--- src/rtl/branch_resolve_queue.sv ---
// branch_resolve_queue: in-order FIFO of predicted branches, resolved against execute outcomes.
// Ports: clock/reset (async, active-high); push_* from fetch; resolve_* from execute;
// upd_* to the predictor write port; flush/redirect_pc back to fetch;
// occupancy/empty/full/err_underflow status; stat_branches/stat_mispredicts saturating counters.
module branch_resolve_queue #(
  parameter int unsigned DEPTH_LOG2 = 2,
  parameter int unsigned ADDR_WIDTH = 32,
  parameter int unsigned FALLTHRU_OFFSET = 4,
  parameter int unsigned CNT_WIDTH = 16
) (
  input  logic                  clock,
  input  logic                  reset,
  input  logic                  push_valid,
  output logic                  push_ready,
  input  logic [ADDR_WIDTH-1:0] push_pc,
  input  logic                  push_pred_taken,
  input  logic [ADDR_WIDTH-1:0] push_pred_target,
  input  logic                  resolve_valid,
  input  logic                  resolve_taken,
  input  logic [ADDR_WIDTH-1:0] resolve_target,
  output logic                  upd_valid,
  output logic [ADDR_WIDTH-1:0] upd_pc,
  output logic                  upd_taken,
  output logic                  flush,
  output logic [ADDR_WIDTH-1:0] redirect_pc,
  output logic [DEPTH_LOG2:0]   occupancy,
  output logic                  empty,
  output logic                  full,
  output logic                  err_underflow,
  output logic [CNT_WIDTH-1:0]  stat_branches,
  output logic [CNT_WIDTH-1:0]  stat_mispredicts
);
  localparam int unsigned DEPTH = 1 << DEPTH_LOG2;
  logic [ADDR_WIDTH-1:0] pc_mem [DEPTH];
  logic [ADDR_WIDTH-1:0] tgt_mem [DEPTH];
  logic [DEPTH-1:0] pt_mem;
  logic [DEPTH_LOG2-1:0] rd, wr;
  logic push_ok, res_ok, mis;
  logic [ADDR_WIDTH-1:0] head_pc;
  assign empty = occupancy == '0;
  assign full = occupancy == (DEPTH_LOG2+1)'(DEPTH);
  assign push_ready = !full;
  assign push_ok = push_valid && !full;
  assign res_ok = resolve_valid && !empty;
  assign head_pc = pc_mem[rd];
  assign mis = (pt_mem[rd] != resolve_taken) || (resolve_taken && tgt_mem[rd] != resolve_target);
  always_ff @(posedge clock)
    if (push_ok) begin
      pc_mem[wr] <= push_pc;
      tgt_mem[wr] <= push_pred_target;
      pt_mem[wr] <= push_pred_taken;
    end
  always_ff @(posedge clock or posedge reset)
    if (reset) begin
      rd <= '0;
      wr <= '0;
      occupancy <= '0;
      upd_valid <= 1'b0;
      upd_pc <= '0;
      upd_taken <= 1'b0;
      flush <= 1'b0;
      redirect_pc <= '0;
      err_underflow <= 1'b0;
      stat_branches <= '0;
      stat_mispredicts <= '0;
    end else begin
      upd_valid <= res_ok;
      flush <= res_ok && mis;
      err_underflow <= err_underflow || (resolve_valid && empty);
      if (res_ok) begin
        upd_pc <= head_pc;
        upd_taken <= resolve_taken;
        stat_branches <= &stat_branches ? stat_branches : stat_branches + 1'b1;
      end
      if (res_ok && mis) begin
        redirect_pc <= resolve_taken ? resolve_target : head_pc + ADDR_WIDTH'(FALLTHRU_OFFSET);
        stat_mispredicts <= &stat_mispredicts ? stat_mispredicts : stat_mispredicts + 1'b1;
        // Wrong-path entries (and any same-cycle push) are dropped by collapsing both pointers past the head.
        rd <= rd + 1'b1;
        wr <= rd + 1'b1;
        occupancy <= '0;
      end else begin
        if (push_ok) wr <= wr + 1'b1;
        if (res_ok) rd <= rd + 1'b1;
        occupancy <= occupancy + (DEPTH_LOG2+1)'(push_ok) - (DEPTH_LOG2+1)'(res_ok);
      end
    end
endmodule

--- config.mk ---
export PLATFORM = sky130hd
export DESIGN_NAME = branch_resolve_queue
export DESIGN_NICKNAME = d
export VERILOG_FILES = /design/src/rtl/branch_resolve_queue.sv
export SDC_FILE = /design/constraint.sdc
export NUM_CORES = 1
export LEC_CHECK = 0
export BUFFER_PORTS_ARGS = -buffer_cell sky130_fd_sc_hd__clkbuf_2
export CAP_MARGIN = 20
export CORE_ASPECT_RATIO = 1.75
export CORE_UTILIZATION = 55
export CTS_CLUSTER_DIAMETER = 150
export CTS_CLUSTER_SIZE = 12
export DETAILED_ROUTE_END_ITERATION = 7
export PLACE_DENSITY_LB_ADDON = 0.05
export SLEW_MARGIN = 15
export SYNTH_ARGS = -nofsm -noshare
export SYNTH_HDL_FRONTEND = slang
export SYNTH_SLANG_ARGS = --single-unit
--- constraint.sdc ---
create_clock -name clock -period 3.45 [get_ports clock]
set_input_delay 0.1725 -clock clock [delete_from_list [all_inputs] [get_ports clock]]
set_output_delay 0.1725 -clock clock [all_outputs]
set_load 0.02 [all_outputs]
## Word-level counts from Yosys, hierarchy flattened

Memories as Yosys holds them, arrays and structs flattened.
Cells that the tools add are included.

| storage, ports and cells | value |
|---|---|
| memories kept | 2 |
| logic and storage cells | 59 |
| bits in writable memories | 256 |
| output and inout bits | 106 |
| flip-flop bits (word level) | 111 |
| input port bits | 102 |

Memories:

| memory | words | bits a word | rd ports | clocked after memory_dff | wr ports | RTL line | text |
|---|---|---|---|---|---|---|---|
| pc_mem | 4 | 32 | 1 | 0 | 1 | 34 | `logic [ADDR_WIDTH-1:0] pc_mem [DEPTH];` |
| tgt_mem | 4 | 32 | 1 | 0 | 1 | 35 | `logic [ADDR_WIDTH-1:0] tgt_mem [DEPTH];` |

| operators by class | value |
|---|---|
| reduce and logical (&&, ||, !) cells | 17 |
| muxes and demuxes | 13 |
| order comparisons | 3 |
| bitwise operators | 2 |
| add/subtract/negate cells | 7 |
| eq/ne operators | 3 |

Operators with widths:

| operator | count |
|---|---|
| 16-bit by 1-bit adder with 16-bit output, second input constant | 2 |
| 32-bit by 3-bit adder with 32-bit output, second input constant | 1 |
| 32-bit two-way mux | 1 |
| 32-bit inequality test | 1 |
| 16-bit AND reduction | 2 |
| 2-bit two-way mux | 4 |
| 1-bit logical AND | 6 |
| 2-bit by 3-bit less-than comparator with 1-bit output, second input constant | 2 |
| 2-bit by 1-bit adder with 2-bit output, second input constant | 2 |
| 4-bit bitwise mux | 1 |
| 1-bit two-way mux | 4 |
| 2-bit AND reduction | 2 |
| 2-bit nonzero test | 2 |
| 3-bit by 1-bit adder with 3-bit output | 1 |
| 3-bit equality test, second input constant | 1 |
| 3-bit zero test | 1 |
| 3-bit two-way mux | 1 |
| 3-bit by 1-bit subtractor with 3-bit output | 1 |
| 1-bit binary-select mux with 2-bit select | 1 |
| 1-bit demux with 2-bit select | 1 |
| 2-bit by 1-bit >= comparator with 1-bit output, second input constant | 1 |
| 1-bit zero test | 2 |
| 1-bit logical OR | 2 |
| 1-bit inverter | 2 |
| 1-bit inequality test | 1 |

## Depth between registers and ports, before layout

| logic depth | value |
|---|---|
| word-level depth | 6 |
| gate-level depth with buffers | 14 |
| mapped depth without buffers | 12 |

## Worst setup path before layout

No wires, ideal clock.

| timing path | value |
|---|---|
| path kind | register -> register |
| from | reg occupancy[2] |
| to | reg occupancy[2] |
| required time | 3327 ps |
| stages on the path, launching flop included | 13 |
| setup time | 123 ps |
| setup slack | 430 ps |
| arrival | 2898 ps |
| path through | dfrtp_1 -> nor3_1 -> nand2b_1 -> clkinv_1 -> clkbuf_1 -> ha_1 -> inv_1 -> ha_1 -> inv_1 -> fa_1 -> xor2_1 -> xnor2_1 -> nor2_1 |

RTL lines:

| what | RTL line | text |
|---|---|---|
| start: declaration | 26 | `output logic [DEPTH_LOG2:0] occupancy,` |
| start signal: assignment | 85 | `occupancy <= occupancy + (DEPTH_LOG2+1)'(push_ok) - (DEPTH_LOG2+1)'(res_ok);` |
| 3-bit zero test * | 40 | `assign empty = occupancy == '0;` |
| named net empty | 27 | `output logic empty,` |
| 1-bit zero test * | 44 | `assign res_ok = resolve_valid && !empty;` |
| 1-bit logical AND * | 44 |  |
| named net res_ok | 38 | `logic push_ok, res_ok, mis;` |
| 3-bit by 1-bit subtractor with 3-bit output / 1-bit logical AND (equally long branches) | 85, 75 |  |
| 3-bit two-way mux * | 75 | `if (res_ok && mis) begin` |

The timed path passes the listed nets; every way through them passes the cells marked *.
A chain may end at the register's enable or synchronous reset.

## Worst setup path after layout

| timing path | value |
|---|---|
| from | reg rd[1] |
| to | reg redirect_pc[30] |

| between the ends | value |
|---|---|
| word-level cells in the longest chain between the ends | 5 |

Ends and longest elaborated chain:

| what | RTL line | text |
|---|---|---|
| start: declaration | 37 | `logic [DEPTH_LOG2-1:0] rd, wr;` |
| start signal: assignment | 79 | `rd <= rd + 1'b1;` |
| start signal: assignment | 84 | `if (res_ok) rd <= rd + 1'b1;` |
| parallel branches: the longest is 5 deep, another holds memory read 4 x 32 bit | -- |  |
| end signal: assignment | 76 | `redirect_pc <= resolve_taken ? resolve_target : head_pc + ADDR_WIDTH'(FALLTHRU_OFFSET);` |
| end: declaration | 25 | `output logic [ADDR_WIDTH-1:0] redirect_pc,` |

Several ways; the timed one is not identified. The select of a mux whose other input is x is not followed.

==> flow_summary.yaml <==
floorplan:
  die_w_um: 128
  die_h_um: 222
  ios: 208
  initial_utilization_pct: 55.8
  coreArea_um2: 27200
  dieArea_um2: 28300
  placementRows: 80
cells_and_area:
  fin_area_um2: 18500
  mostFrequentLayoutCells: "edfxtp_1 (260), clkbuf_2 (207), nand2_1 (155)"
  antenna_cells: 0
  stdcell_count: 1677
  layout-drive-gt1-share_pct: 27.1
  areaGrowthSynthToFinish_pct: 22.1
  fillerInstances: 1969
  fin_nets: 1396
  final_common_cell: "edfxtp_1"
synth:
  syn_area_um2: 15200
  synthesis.nets: 1087
  synth_warnings: 0
  ys_async_sr_fraction_pct: 29.2
  avgSynthCellArea_um2: 15.6
  synth.distinct_cells: 54
  synthFlopType: "edfxtp_1"
  synth_edf_count: 260
  postSynthCellCount: 975
  ys_ff_latch: 367
  ys_seq_area_share_pct: 69.0
clock_tree:
  cts_made_buffers: 36
  htreeDepth: 2
  ctsLongestPathBuffers: 3
  cts_tree: "built"
  clock_latency_ns: 0.52
  root_buffer: "clkbuf_16"
  cts_sinks: 367
  cts.clk_slew.worst_paths_ns: 0.06
timing:
  setup_violations: 0
  layout_setup_ws_ns: 0.253
  clock_skew_ns: 0.0196
  rsz0062_at_grt: "false"
  worstMarginPinSlew_ns: 0.777
  slew_headroom_pct: 48.2
  setup-tns-final_ns: 0
  whs_ns: 0.0186
  fmax_mhz: 313
  finalHoldViolCount: 0
  slew_viol_final: 0
  fin_crit_sh_pct: 92.7
  finalCriticalPeriod_ns: 3.20
worst_hold_path:
  hold_class: "in -> reg"
  holdPathStages: 3
route:
  antenna_left: 0
  wl_per_cell_um: 21.3
  num_vias: 9180
  drc_errors: 0
  vias_per_cell: 5.47
  wl_um: 35800
  first_pass_iters: 5
  drt-initial-drc-count: 458
pwr:
  p_switching_uw: 5490
  p_clk_share_pct: 22.6
  p_sw_share_pct: 35.0
  leakage_uw: 0.00735
  power_density_nw_per_um2: 845
  p_int_uw: 10200
  combPwrFrac_pct: 35.7
  ir_drop_mv: 0.510
  pwr-share-seq_pct: 41.7
place:
  gp_congestion: 0.805
  dp_hpwl_um: 24700
  io_buffers: 207
  dp_worst_setup_slack_ns: 0.151
  dpl.cell_count: 1544
  dpl_cell_area_um2: 16800
worst_setup_path:
  worstPathArrival_ns: 3.60
  crit_path_start_kind: "register"
  critPathKind: "reg -> reg"
  crit_fanout: 24
  max_stage_delay_ns: 0.68
  slowest_stage: "dfrtp_4"
  endpoint_kind: "register"
  worstPathRequired_ns: 3.85
  reg2regPathDepth: 8
  worstPathCellList: "mux2_2, a221oi_1, nand3_1, o21ai_0, and4_1, a21o_2, inv_1, mux2_1"
run:
  max_cap_viol_count: 0
grt:
  gr-usage-all-layers_pct: 26.0
  globalRouteMet3Util_pct: 4.03
  grt_util_met1_pct: 31.2
  grt_max_degree: 81
  top_usage_layer: "met2"
  antenna_found_initial: 0
  grt_pass1_wl_um: 54200
  grt_overflow_total: 0
  grt_util_met2_pct: 47.4
  grt_pass1_vias: 9494
status:
  outcome: "completed"
## cell type report
cell class              instances  area (µm²)  area share (%)
flip-flops and latches        367       10500            56.6
multi-input cells             552        4380            23.6
repair buffers                311        2130            11.5
clock buffers                  61        1020            5.48
well taps                     369         462            2.49
inverters                      16        62.6           0.337
clock inverters                 1        6.26          0.0337
## cells in the mapped netlist, types with 2 or more instances
| master | number | share of area [%] |
|---|---|---|
| a31oi_1 | 2 | 0.082 |
| or3_1 | 6 | 0.25 |
| xor2_1 | 38 | 2.2 |
| o21ai_1 | 2 | 0.066 |
| and2_1 | 2 | 0.082 |
| buf_6 | 8 | 0.59 |
| inv_1 | 14 | 0.35 |
| ha_1 | 9 | 0.74 |
| mux2_1 | 4 | 0.30 |
| mux2i_1 | 32 | 2.1 |
| buf_2 | 9 | 0.30 |
| nor3b_1 | 2 | 0.099 |
| nand4_1 | 11 | 0.45 |
| a21oi_1 | 18 | 0.59 |
| dfrtp_1 | 107 | 18 |
| o21ai_0 | 41 | 1.4 |
| mux4_2 | 47 | 7.0 |
| a221oi_1 | 2 | 0.12 |
| clkbuf_1 | 14 | 0.35 |
| buf_1 | 2 | 0.049 |
| nor4_1 | 5 | 0.21 |
| mux4_1 | 8 | 1.4 |
| nor2_1 | 30 | 0.74 |
| nand3_1 | 21 | 0.69 |
| mux2_2 | 9 | 0.67 |
| buf_4 | 5 | 0.25 |
| nor3_1 | 20 | 0.66 |
| and3_1 | 10 | 0.41 |
| nor4_4 | 2 | 0.28 |
| nand2_1 | 155 | 3.8 |
| edfxtp_1 | 260 | 51 |
| xnor2_1 | 56 | 3.2 |
| and4_1 | 2 | 0.12 |
| buf_12 | 2 | 0.26 |
## path summary, 6_finish.rpt
| kind | from | end | slack (ns) |
|---|---|---|---|
| min in group asynchronous | reset | flush$_DFF_PP0_ | 0.21 |
| max in group asynchronous | reset | upd_pc[8]$_DFFE_PP0P_ | 2.62 |
| worst min-delay path | resolve_target[8] | redirect_pc[8]$_DFFE_PP0P_ | 0.02 |
| worst min register to register | upd_pc[27]$_DFFE_PP0P_ | upd_pc[27]$_DFFE_PP0P_ | 0.47 |
| worst max-delay path | rd[1]$_DFFE_PP0P_ | redirect_pc[30]$_DFFE_PP0P_ | 0.25 |
| worst max register to register | rd[1]$_DFFE_PP0P_ | redirect_pc[30]$_DFFE_PP0P_ | 0.25 |
## worst max-delay path: cells and delay by family, from the launching register on
family                 cells  cell delay, ns
DFF                        1            0.68
AOI/OAI and AO/OA          3            0.98
buffers and inverters      1            0.24
muxes                      2            0.79
and+or+nand+nor            2            0.38
## routing by layer
layer / routed length [µm] / part of all wire [%]
met1: 13400 / 37
met3: 1730 / 4.8
met4: 1040 / 2.9
met2: 19600 / 55
met5: 0 / 0
## through the flow
step	total power, µW	utilization, %
global placement	12100	61.6
finish	15700	68.1
CTS	15800	67.9
detailed placement	12200	61.6
floorplan	10200	-
global route	16500	68.1
## kinds of logic (layout without fill, tap and decap cells)
group / count (synthesis) / count (layout) / synth area share [%]
and+or+nand+nor: 276 / 276 / 8.47
DFF: 367 / 367 / 69.0
adders and majority gates: 10 / 10 / 0.873
xor gates and xnor gates: 94 / 94 / 5.42
muxes: 100 / 100 / 11.4
AOI/OAI and AO/OA: 72 / 72 / 2.60
buffers and inverters: 56 / 389 / 2.19
## flip-flops by register name, indices dropped and copies added (netlist names), 2 cells and up
| signal | flops |
|---|---|
| pc_mem | 128 |
| tgt_mem | 128 |
| redirect_pc | 32 |
| upd_pc | 32 |
| stat_branches | 16 |
| stat_mispredicts | 16 |
| pt_mem | 4 |
| occupancy | 3 |
| rd | 2 |
| wr | 2 |
## power by group through the flow
stage	Clock (µW)	Combinational [µW]	Sequential (µW)
2_1_floorplan	0	3270	6980
3_3_place_gp	0	5480	6610
3_5_place_dp	0	5530	6660
4_1_cts	3610	5610	6570
5_1_grt	3770	6060	6640
6_report	3530	5590	6540
## repair_timing
item                                    4_1_cts  5_1_grt
buffers inserted                              0        1
hold endpoints to repair                    341        0
hold buffers                                 69        0
endpoints found under the setup margin        0        7
gates resized for setup                       0        0
(Power assumes the default switching activity.)
